==> config.mk <==
export PLATFORM = sky130hd
export DESIGN_NAME = alu_serial_seq_flat
export DESIGN_NICKNAME = d
export VERILOG_FILES = /design/src/rtl/alu_serial_seq_if.sv /design/src/rtl/alu_serial_seq.sv /design/src/flat_wrapper.sv
export SDC_FILE = /design/constraint.sdc
export NUM_CORES = 1
export LEC_CHECK = 0
export ABC_AREA = 1
export CAP_MARGIN = 25
export CORE_MARGIN = 5
export CORE_UTILIZATION = 52
export CTS_CLUSTER_SIZE = 8
export DETAILED_ROUTE_END_ITERATION = 10
export PLACE_DENSITY = 0.8
export SLEW_MARGIN = 10
export SYNTH_ARGS = -nofsm -noshare
export SYNTH_HDL_FRONTEND = slang
export SYNTH_SLANG_ARGS = --single-unit
==> constraint.sdc <==
create_clock -name clk -period 2 [get_ports clk]
set_input_delay 0.4 -clock clk [delete_from_list [all_inputs] [get_ports clk]]
set_output_delay 0.4 -clock clk [all_outputs]
set_load 0.005 [all_outputs]
==> src/rtl/alu_serial_seq_if.sv <==
// Issue-side handshake for the serial ALU sequencer.
// Issuer drives the request; sequencer returns status.
interface alu_serial_seq_if #(
  parameter int WIDTH = 32
);
  logic             start;
  logic             ready;
  logic [3:0]       alu_ctl;
  logic [WIDTH-1:0] a_in;
  logic [WIDTH-1:0] b_in;
  logic [WIDTH-1:0] result;
  logic             zero;
  logic             overflow;
  logic             illegal;
  logic             done;

  modport master (
    output start,
    output alu_ctl,
    output a_in,
    output b_in,
    input  ready,
    input  result,
    input  zero,
    input  overflow,
    input  illegal,
    input  done
  );

  modport slave (
    input  start,
    input  alu_ctl,
    input  a_in,
    input  b_in,
    output ready,
    output result,
    output zero,
    output overflow,
    output illegal,
    output done
  );
endinterface

==> src/rtl/alu_serial_seq.sv <==
// Serial ALU sequencer: walks a 1-bit ALU slice LSB-first
// over WIDTH cycles, chaining carry and assembling the word.
module alu_serial_seq #(
  parameter int WIDTH = 32
) (
  input  logic            clk,
  input  logic            rst_n,
  alu_serial_seq_if.slave bus,
  output logic            sl_a,
  output logic            sl_b,
  output logic            sl_sa,
  output logic            sl_sb,
  output logic            sl_cin,
  output logic            sl_sm,
  output logic [1:0]      sl_op,
  input  logic            sl_result,
  input  logic            sl_set,
  input  logic            sl_ovf
);
  localparam int CW = $clog2(WIDTH);

  typedef enum logic [1:0] {
    IDLE,
    RUN,
    FIN
  } state_t;

  state_t state;
  state_t nxt;

  logic [WIDTH-1:0] a_sh;
  logic [WIDTH-1:0] b_sh;
  logic [WIDTH-1:0] r_sh;
  logic [WIDTH-1:0] r_nxt;
  logic [WIDTH-1:0] fin_word;
  logic [CW-1:0]    cnt;
  logic             carry;
  logic             last;

  logic [1:0]       op_q;
  logic             sa_q;
  logic             sb_q;
  logic             arith_q;
  logic             slt_q;

  logic [WIDTH-1:0] result_q;
  logic             zero_q;
  logic             ovf_q;
  logic             ill_q;

  logic [1:0]       d_op;
  logic             d_sa;
  logic             d_sb;
  logic             d_cin;
  logic             d_arith;
  logic             d_slt;
  logic             d_legal;

  assign last = (cnt == CW'(WIDTH - 1));

  // The slice result bit is the MSB of the word being shifted in.
  assign r_nxt = (r_sh >> 1)
               | {sl_result, {(WIDTH-1){1'b0}}};

  // SLT keeps only the overflow-corrected sign of the MSB.
  assign fin_word = slt_q
                  ? {{(WIDTH-1){1'b0}}, sl_set}
                  : r_nxt;

  assign bus.result   = result_q;
  assign bus.zero     = zero_q;
  assign bus.overflow = ovf_q;
  assign bus.illegal  = ill_q;

  // Decode alu_ctl into slice controls and the initial carry.
  always_comb begin
    d_op    = 2'b00;
    d_sa    = 1'b0;
    d_sb    = 1'b0;
    d_cin   = 1'b0;
    d_arith = 1'b0;
    d_slt   = 1'b0;
    d_legal = 1'b1;
    unique case (1'b1)
      (bus.alu_ctl == 4'b0000): begin
        d_op = 2'b00;
      end
      (bus.alu_ctl == 4'b0001): begin
        d_op = 2'b01;
      end
      (bus.alu_ctl == 4'b0010): begin
        d_op    = 2'b10;
        d_arith = 1'b1;
      end
      (bus.alu_ctl == 4'b0110): begin
        d_op    = 2'b10;
        d_sb    = 1'b1;
        d_cin   = 1'b1;
        d_arith = 1'b1;
      end
      (bus.alu_ctl == 4'b0111): begin
        d_op  = 2'b11;
        d_sb  = 1'b1;
        d_cin = 1'b1;
        d_slt = 1'b1;
      end
      (bus.alu_ctl == 4'b1100): begin
        d_op = 2'b00;
        d_sa = 1'b1;
        d_sb = 1'b1;
      end
      default: begin
        d_legal = 1'b0;
      end
    endcase
  end

  // State register.
  always_ff @(posedge clk or negedge rst_n) begin
    if (!rst_n) begin
      state <= IDLE;
    end else begin
      state <= nxt;
    end
  end

  // Next state, handshake and slice drive; slice idles at 0.
  always_comb begin
    nxt      = state;
    bus.ready = 1'b0;
    bus.done  = 1'b0;
    sl_a     = 1'b0;
    sl_b     = 1'b0;
    sl_sa    = 1'b0;
    sl_sb    = 1'b0;
    sl_cin   = 1'b0;
    sl_sm    = 1'b0;
    sl_op    = 2'b00;
    unique case (state)
      IDLE: begin
        bus.ready = 1'b1;
        if (bus.start) begin
          nxt = d_legal ? RUN : FIN;
        end
      end
      RUN: begin
        sl_a   = a_sh[0];
        sl_b   = b_sh[0];
        sl_sa  = sa_q;
        sl_sb  = sb_q;
        sl_cin = carry;
        sl_op  = op_q;
        if (last) begin
          nxt = FIN;
        end
      end
      FIN: begin
        bus.done = 1'b1;
        nxt      = IDLE;
      end
      default: begin
        nxt = IDLE;
      end
    endcase
  end

  // Operand latch, bit-serial shift and carry chain.
  // Status is loaded on entry to FIN so it is valid with done.
  always_ff @(posedge clk or negedge rst_n) begin
    if (!rst_n) begin
      a_sh     <= '0;
      b_sh     <= '0;
      r_sh     <= '0;
      cnt      <= '0;
      carry    <= 1'b0;
      op_q     <= 2'b00;
      sa_q     <= 1'b0;
      sb_q     <= 1'b0;
      arith_q  <= 1'b0;
      slt_q    <= 1'b0;
      result_q <= '0;
      zero_q   <= 1'b0;
      ovf_q    <= 1'b0;
      ill_q    <= 1'b0;
    end else begin
      unique case (state)
        IDLE: begin
          if (bus.start) begin
            a_sh    <= bus.a_in;
            b_sh    <= bus.b_in;
            r_sh    <= '0;
            cnt     <= '0;
            carry   <= d_cin;
            op_q    <= d_op;
            sa_q    <= d_sa;
            sb_q    <= d_sb;
            arith_q <= d_arith;
            slt_q   <= d_slt;
            if (!d_legal) begin
              result_q <= '0;
              zero_q   <= 1'b1;
              ovf_q    <= 1'b0;
              ill_q    <= 1'b1;
            end
          end
        end
        RUN: begin
          a_sh  <= a_sh >> 1;
          b_sh  <= b_sh >> 1;
          r_sh  <= r_nxt;
          carry <= carry ^ sl_ovf;
          cnt   <= cnt + 1'b1;
          if (last) begin
            result_q <= fin_word;
            zero_q   <= (fin_word == '0);
            ovf_q    <= arith_q & sl_ovf;
            ill_q    <= 1'b0;
          end
        end
        default: begin
        end
      endcase
    end
  end
endmodule

==> src/flat_wrapper.sv <==
// flat-port wrapper written by rule: the top's interface ports become plain ports
module alu_serial_seq_flat 
#(
  parameter int WIDTH = 32
)
  (clk, rst_n, sl_a, sl_b, sl_sa, sl_sb, sl_cin, sl_sm, sl_op, sl_result, sl_set, sl_ovf, bus_start, bus_alu_ctl, bus_a_in, bus_b_in, bus_ready, bus_result, bus_zero, bus_overflow, bus_illegal, bus_done);
  alu_serial_seq_if #(.WIDTH(WIDTH)) bus_i ();
  input  logic clk;
  input  logic rst_n;
  output logic sl_a;
  output logic sl_b;
  output logic sl_sa;
  output logic sl_sb;
  output logic sl_cin;
  output logic sl_sm;
  output logic [1:0] sl_op;
  input  logic sl_result;
  input  logic sl_set;
  input  logic sl_ovf;
  input wire logic [$bits(bus_i.start)-1:0] bus_start;
  input wire logic [$bits(bus_i.alu_ctl)-1:0] bus_alu_ctl;
  input wire logic [$bits(bus_i.a_in)-1:0] bus_a_in;
  input wire logic [$bits(bus_i.b_in)-1:0] bus_b_in;
  output wire logic [$bits(bus_i.ready)-1:0] bus_ready;
  output wire logic [$bits(bus_i.result)-1:0] bus_result;
  output wire logic [$bits(bus_i.zero)-1:0] bus_zero;
  output wire logic [$bits(bus_i.overflow)-1:0] bus_overflow;
  output wire logic [$bits(bus_i.illegal)-1:0] bus_illegal;
  output wire logic [$bits(bus_i.done)-1:0] bus_done;
  assign bus_i.start = bus_start;
  assign bus_i.alu_ctl = bus_alu_ctl;
  assign bus_i.a_in = bus_a_in;
  assign bus_i.b_in = bus_b_in;
  assign bus_ready = bus_i.ready;
  assign bus_result = bus_i.result;
  assign bus_zero = bus_i.zero;
  assign bus_overflow = bus_i.overflow;
  assign bus_illegal = bus_i.illegal;
  assign bus_done = bus_i.done;
  alu_serial_seq #(.WIDTH(WIDTH)) u_core (.clk(clk), .rst_n(rst_n), .bus(bus_i), .sl_a(sl_a), .sl_b(sl_b), .sl_sa(sl_sa), .sl_sb(sl_sb), .sl_cin(sl_cin), .sl_sm(sl_sm), .sl_op(sl_op), .sl_result(sl_result), .sl_set(sl_set), .sl_ovf(sl_ovf));
endmodule
# Word-level counts from Yosys, hierarchy flattened
# Cells that the tools add are included.
# op_classes
mux	44
reduce_logical	12
eq_ne	11
n_addsub	1
n_bitwise	3
# op_table
op	count
$pmux 32 s2	4
$mux 32	7
$logic_not 32->1	1
$or 31x32->32	1
$mux 1	21
$pmux 5 s2	1
$eq 4x3->1 const B	2
$mux 2	4
$pmux 1 s2	4
$pmux 2 s3	1
$reduce_and 2->1	3
$reduce_or 6->1	1
$add 5x1->5 const B	1
$eq 5x5->1 const B	1
$mux 5	1
$eq 4x1->1 const B	1
$eq 4x2->1 const B	1
$eq 4x4->1 const B	1
$logic_not 4->1	1
$ne 2x2->1 const B	2
$pmux 2 s2	1
$reduce_and 4->1	1
$reduce_or 2->1	2
$reduce_or 3->1	1
other kinds (7)	7
# word_totals
regBits	145
input_bits	74
wordCells	86
out_inout_bits	45

# Logic depth before layout (Yosys ltp)
# Gate-level depths: netlist of the first run.
# depth
depth_word	6
ltp_mapped	10
ltp_nobuf	10

# Worst setup path before layout of the first run
# No wires, ideal clock.
# synth_timing
kind	flip-flop to flip-flop
start	reg u_core.cnt[0]
end	reg u_core.result_q[2], in the netlist u_core.bus.result[2]
n_path_buf	1
arrival_time_ns	1.604
t_required_ns	1.905
period_less_slack_ns	1.700
setup_ns	0.095
slack_ns	0.300
stages_incl_launch_ff	11
cell_sequence	dfrtp_1 > ha_1 > nand2_1 > nor2_1 > ha_1 > nand2_1 > nand2_1 > nand2_1 > buf_2 > nand2_1 > o31ai_1
# synth_via
elab_chain_len	3
# synth_lines
element	line	source
from (decl)	alu_serial_seq.sv:36	logic [CW-1:0] cnt;
from (signal assigned)	alu_serial_seq.sv:212	cnt <= cnt + 1'b1;
$eq 5x5->1	alu_serial_seq.sv:59	assign last = (cnt == CW'(WIDTH - 1));
$ne 2x1->1 (no line)	--	
$reduce_and 4->1 (no line)	--	
to (signal assigned)	alu_serial_seq.sv:214	result_q <= fin_word;
to (decl)	alu_serial_seq.sv:46	logic [WIDTH-1:0] result_q;
# No other way between the ends.
# A chain may end at the register's enable or synchronous reset.

# Worst setup path after layout of the first run
# layout_timing
start	reg u_core.state[1]
end	out sl_sa
# layout_via
elab_chain_len	2
# layout_lines
element	line	source
from (decl)	alu_serial_seq.sv:28	state_t state;
from (signal assigned)	alu_serial_seq.sv:123	state <= nxt;
$eq 2x1->1	alu_serial_seq.sv:139	unique case (state)
$mux 1	alu_serial_seq.sv:139	
to (decl)	flat_wrapper.sv:12	output logic sl_sa;
# No other way between the ends.

==> results.toml, run 1 <==
[drt]
wire_per_inst_um = 17.26
ant_nets = 0
drcViolationCount = 0
wl_mm = 15.74
drtIter0Drc = 549
drtPass1Iterations = 5
via_per_inst = 5.774
vias = 5266

[power_and_ir_drop]
cellPowerDensity_mw_per_mm2 = 1311
p_total_mw = 10.87
leakage_nw = 3.814
ir_drop_uv = 732.0

[layout]
nFillCells = 862
multi_input_area_mm2 = 0.002063
finalNetCount = 828
utilization = 0.6956
fin_cells = 912
syn_to_final_growth_pct = 31.96
drive_above_1_share = 0.1176
n_antenna_cell = 0
fin_area_mm2 = 0.008285
regArea_mm2 = 0.003603

[critical_path]
cp.required_ps = 1600
reg2reg_setup_slack_ps = 120
critPathArrivalTime_ps = 1510
critPathKind = "reg2out"
start_kind = "flop"
crit_fanout = 6
crit_path_end_kind = "output port"

[sta]
rsz0062_at_grt = "false"
finalCriticalPeriod_ps = 1907
skew_ps = 11.58
setup_ws_ps = 92.69
finalHoldViolCount = 0
worstMarginPinSlew_ps = 501.0
maxSlewHeadroom = 0.6656
slew_viol_final = 0
fmax_mhz = 524.3
setup_viol = 0
min_period_over_period = 0.9537

[place]
dp_hpwl_mm = 10.00
placed_cells = 873
io_buffers = 117
place.gp.congestion = 0.8410
preCtsSetupSlack_ps = 1.456
placed_area_mm2 = 0.007612

[synth]
syn_nets = 713
syn-cell-area_mm2 = 0.006279
synth.most_common_cell = "dfrtp_1"
synthArstFlopShare = 1.000
netlist_instances = 637
synth_edf_count = 0
ys_seq_elements = 144
ys_warn_count = 0
syn_area_per_cell_um2 = 9.856
synth.distinct_cells = 30
yosysTopAreaCellShare = 0.5739
yosysTopAreaCell = "dfrtp_1"
netlist_top_cells_count = "dfrtp_1, inv_1, nand2_1"
yosysSeqAreaShare = 0.5739
synth.area.top_cells = "dfrtp_1, inv_1, a221oi_1"
synth-main-ff-cell = "dfrtp_1"

[global_routing]
grt_pass1_vias = 5310
grt_max_degree = 112
grt_overflow = 0
grt_usage = 0.2243
antenna_found_initial = 0
grt_pass1_wl_mm = 25.93

[die]
num_rows = 40
die_area_mm2 = 0.01437
die_h_um = 119.9
chipWidth_um = 119.9
design.core.area_mm2 = 0.01191
start_util = 0.5271
io_pins = 119

[clock_network]
clk_latency_ps = 420
tritoncts = "done"
cts-htree-levels = 4
path_clk_slew_ps = 60
cts_sinks = 144
numCtsBuffers = 17
cts.path.max_buffers = 2
cts-root-buf = "clkbuf_16"

[status]
status = "complete, no violations"

[job]
cap_violations = 0

[hold_path]
hold_path.class = "in2async"
-- report_power, final --
group	internal [mW]	switching [mW]	total (mW)
registers	3.68	0.250	3.93
logic	1.46	2.38	3.84
clock network	1.92	1.18	3.10
total	7.06	3.81	10.9
-- registers in the layout, indices dropped and copies added (netlist names) --
name	cells
u_core.a_sh	32
u_core.op_q	2
u_core.state	2
u_core.carry	1
u_core.slt_q	1
u_core.sa_q	1
u_core.cnt	5
u_core.b_sh	32
u_core.bus.illegal	1
u_core.bus.overflow	1
u_core.arith_q	1
u_core.bus.result	32
u_core.bus.zero	1
u_core.sb_q	1
u_core.r_sh	31
-- layout make-up --
cell class / instances / share of cell area
multi-input cells: 337 / 0.2490
inverters: 110 / 0.05014
well taps: 147 / 0.02220
clock buffers: 21 / 0.05678
flip-flops and latches: 144 / 0.4349
repair buffers: 142 / 0.1734
clock inverters: 11 / 0.01359
-- cell families (layout without fill, tap and decap cells) --
logic type,Yosys count,after routing,share of synthesized area
and+or+nand+nor,179,179,0.1238
other,1,1,0.0005973
xor gates and xnor gates,1,1,0.001395
DFF,144,144,0.5739
AOI/OAI and AO/OA,154,154,0.1955
buffers and inverters,156,284,0.1008
adders and majority gates,2,2,0.003985
-- worst max-delay path, stage by stage, from the launching register on --
cell and delay, ps:
dfrtp_1 410, nor2_4 190, inv_4 80, buf_4 160, nor2_1 100, buf_2 140
-- per-layer routing --
metal | part of all wire | global-route usage | routed length, um | vias up
met4 | 0.019 | 0.07659 | 294 | 0
met2 | 0.50 | 0.3566 | 7884 | 217
met3 | 0.061 | 0.06315 | 961 | 31
met1 | 0.42 | 0.2980 | 6601 | 2590
met5 | 0 | 0 | 0 | -
li1 | - | - | - | 2428
-- final timing paths --
check	startpoint	end	cells past startpoint
min reg2reg	u_core.bus.result[4]	u_core.bus.result[4]	2
max	u_core.state[1]	sl_sa	5
min in group clk	u_core.bus.result[4]	u_core.bus.result[4]	2
max in group asynchronous	rst_n	u_core.b_sh[20]	3
max reg2reg	u_core.state[1]	u_core.a_sh[21]	8
min	rst_n	u_core.r_sh[26]	2
-- timing repair --
item / in CTS / in global routing
pin swaps: 1 / 1
setup buffers: 3 / 1
setup endpoints to repair: 7 / 37
hold buffers: 1 / 0
gates resized for setup: 15 / 8
cloned: 0 / 2
hold endpoints to repair: 38 / 0
-- per-stage QoR --
step	hold slack (ps)	setup TNS [ps]
CTS	471.0	-2.161
global route	482.3	0
floorplan	104.4	0
finish	457.8	0
detailed placement	336.5	0
global placement	332.3	0
-- layout by cell type (no fill, tap or decap), types with 3 or more instances in the layout --
cell type and n:
o21ai_0 15, nand2_1 75, nand2_2 3, inv_1 106, buf_4 17, clkdlybuf4s50_1 107
a21oi_1 14, dfrtp_1 144, nor2_1 25, a221oi_1 41, nand3_1 8, nor3_1 62
clkinvlp_4 3, clkbuf_16 19, o31ai_1 18, dlygate4sd2_1 6, buf_12 4, clkbuf_8 3
inv_2 3, o22ai_1 31, o21ai_1 8, a221oi_2 21, clkinv_2 6
Note: power is estimated with default switching activity, not from simulation.
==> run 2: changes to the inputs <==
--- a/config.mk
+++ b/config.mk
@@ -8,10 +8,10 @@
 export ABC_AREA = 1
 export CAP_MARGIN = 25
 export CORE_MARGIN = 5
-export CORE_UTILIZATION = 52
+export CORE_UTILIZATION = 47
 export CTS_CLUSTER_SIZE = 8
 export DETAILED_ROUTE_END_ITERATION = 10
-export PLACE_DENSITY = 0.8
+export PLACE_DENSITY = 0.76
 export SLEW_MARGIN = 10
 export SYNTH_ARGS = -nofsm -noshare
 export SYNTH_HDL_FRONTEND = slang
==> constraint.sdc (replaced) <==
create_clock -name clk -period 1.7 [get_ports clk]
set_input_delay 0.34 -clock clk [delete_from_list [all_inputs] [get_ports clk]]
set_output_delay 0.34 -clock clk [all_outputs]
set_load 0.005 [all_outputs]
==> run 2 against run 1 <==
  * The flow now finishes with violations (setup timing)
  * Clock power rose by 16%
  * Via count rose by 2.7%
  * First-iteration DRC count fell by 18%
  * Die area rose by 9.7%
  * Non-clock buffer count rose by 28
  * Worst hold slack got worse by 150 ps
  * Register-to-register slack got worse by 200 ps
  * Global-route usage fell by 2.5 points
  * Clock-buffer cell count rose by 6
  * Critical endpoint unchanged
  * Largest cell class unchanged
  * Largest power group is now combinational cells
==> results.toml, run 2 (synthesized netlist as in run 1, its figures left out) <==
[place]
preCtsSetupSlack_ps = -150.4
io_buffers = 117
dp_hpwl_mm = 10.08
placed_cells = 912
place.gp.congestion = 0.7919

[critical_path]
cp_top_family = "buffers and inverters"
crit_fanout = 8
crit_path_cell_trace = "buf_6 -> nor2_4 -> inv_6 -> buf_6 -> nor2_2 -> buf_2"
critPathArrivalTime_ps = 1470
cp.required_ps = 1360
start_kind = "flop"
crit_path_end_kind = "output port"
worst_path_most_repeated_cell = "buf_6"
cp_num_buf_inv = 4
cpPeakStageDelay_ps = 390
critPathKind = "reg2out"
crit_path_top_delay_cell = "dfrtp_1"

[drt]
drtPass1Iterations = 5
wl_mm = 17.44
wire_per_inst_um = 18.00
drtIter0Drc = 452
ant_nets = 0
vias = 5409
drcViolationCount = 0
via_per_inst = 5.582

[layout]
syn_to_final_growth_pct = 48.74
final_cell_mix = "dfrtp_1, inv_1, clkdlybuf4s50_1"
nFillCells = 857
regArea_mm2 = 0.003605
fin_cells = 969
utilization = 0.7080
finalNetCount = 856
drive_above_1_share = 0.2686
multi_input_area_mm2 = 0.002644
final_common_cell = "dfrtp_1"
n_antenna_cell = 0

[status]
status = "finished with violations"
violations = "setup timing"

[die]
die_area_mm2 = 0.01577
io_pins = 119
die_h_um = 125.6
num_rows = 42
chipWidth_um = 125.6
design.core.area_mm2 = 0.01319
start_util = 0.4760

[clock_network]
cts.path.max_buffers = 2
tritoncts = "done"
cts-root-buf = "clkbuf_16"
clk_latency_ps = 420
cts-htree-levels = 4
numCtsBuffers = 17
cts_sinks = 144
path_clk_slew_ps = 60

[power_and_ir_drop]
p_total_mw = 14.08
leakage_nw = 4.666
ir_drop_uv = 854.7
cellPowerDensity_mw_per_mm2 = 1508

[sta]
setup_viol = 38
slew_viol_final = 0
skew_ps = 9.044
finalHoldViolCount = 0
finalCriticalPeriod_ps = 1813
setup_tns_ps = -1843
min_period_over_period = 1.067
fmax_mhz = 551.5
setup_ws_ps = -113.1
rsz0062_at_grt = "true"

[global_routing]
grt_usage = 0.1989
grt_max_degree = 105
antenna_found_initial = 0
grt_pass1_wl_mm = 25.63
grt_pass1_vias = 5287
grt_overflow = 0

[hold_path]
hold_path.class = "in2async"

[job]
cap_violations = 0
## run 2: layout make-up
type                       instances  share of cell area
sequential                       144              0.3860
tap                              176             0.02358
timing repair buffer             170              0.2011
multi-input combinational        337              0.2831
inverter                         110             0.04515
clock inverter                     5            0.008307
clock buffer                      27             0.05279
## run 2: worst register-to-register path: cells and delay by family (launching register included)
family / cells / cell delay (ps)
compound gates: 1 / 50
fa+ha+maj: 2 / 420
buf+inv: 1 / 230
flops: 1 / 360
simple gates: 6 / 590
## run 2: what timing repair did
action                                  in CTS  in global routing
hold endpoints to repair                    13                  0
buffers inserted                             7                 10
hold buffers                                 1                  0
gates resized for setup                     44                162
pin swaps                                    2                  7
endpoints found under the setup margin      42                 98
gates cloned                                 1                  6
## run 2: path summary, 6_finish.rpt
| kind | start | endpoint | slack (ps) | depth (start not counted) |
|---|---|---|---|---|
| setup / recovery | u_core.state[1] | sl_sa | -110 | 6 |
| min in group clk | bus_b_in[31] | u_core.b_sh[31] | 490 | 3 |
| hold reg to reg | u_core.r_sh[1] | u_core.r_sh[1] | 500 | 2 |
| hold / removal | rst_n | u_core.r_sh[23] | 310 | 2 |
| setup reg to reg | u_core.cnt[1] | u_core.bus.result[3] | -80 | 10 |
| max in group asynchronous | rst_n | u_core.slt_q | 860 | 3 |
## run 2: through the flow
step | hold WS, ps | area [um^2]
floorplan | 44.41 | 6279
global placement | 176.4 | 7761
detailed placement | 180.4 | 7761
CTS | 297.7 | 8454
global route | 337.9 | 9339
finish | 307.1 | 9339
## run 2: metal layers
layer / part of all wire / vias to the layer above / track usage / wire length, um
met5: 0 / - / 0 / 0
met4: 0.028 / 0 / 0.08418 / 482
met3: 0.047 / 39 / 0.04307 / 818
met2: 0.50 / 186 / 0.3254 / 8737
met1: 0.42 / 2686 / 0.2568 / 7405
li1: - / 2498 / - / -
## run 2: power by group
group / switching (mW) / leakage [nW] / internal, mW / total, mW
sequential: 0.301 / 1.78 / 4.33 / 4.63
clock: 1.34 / 0.276 / 2.27 / 3.61
combinational: 3.43 / 2.61 / 2.41 / 5.84
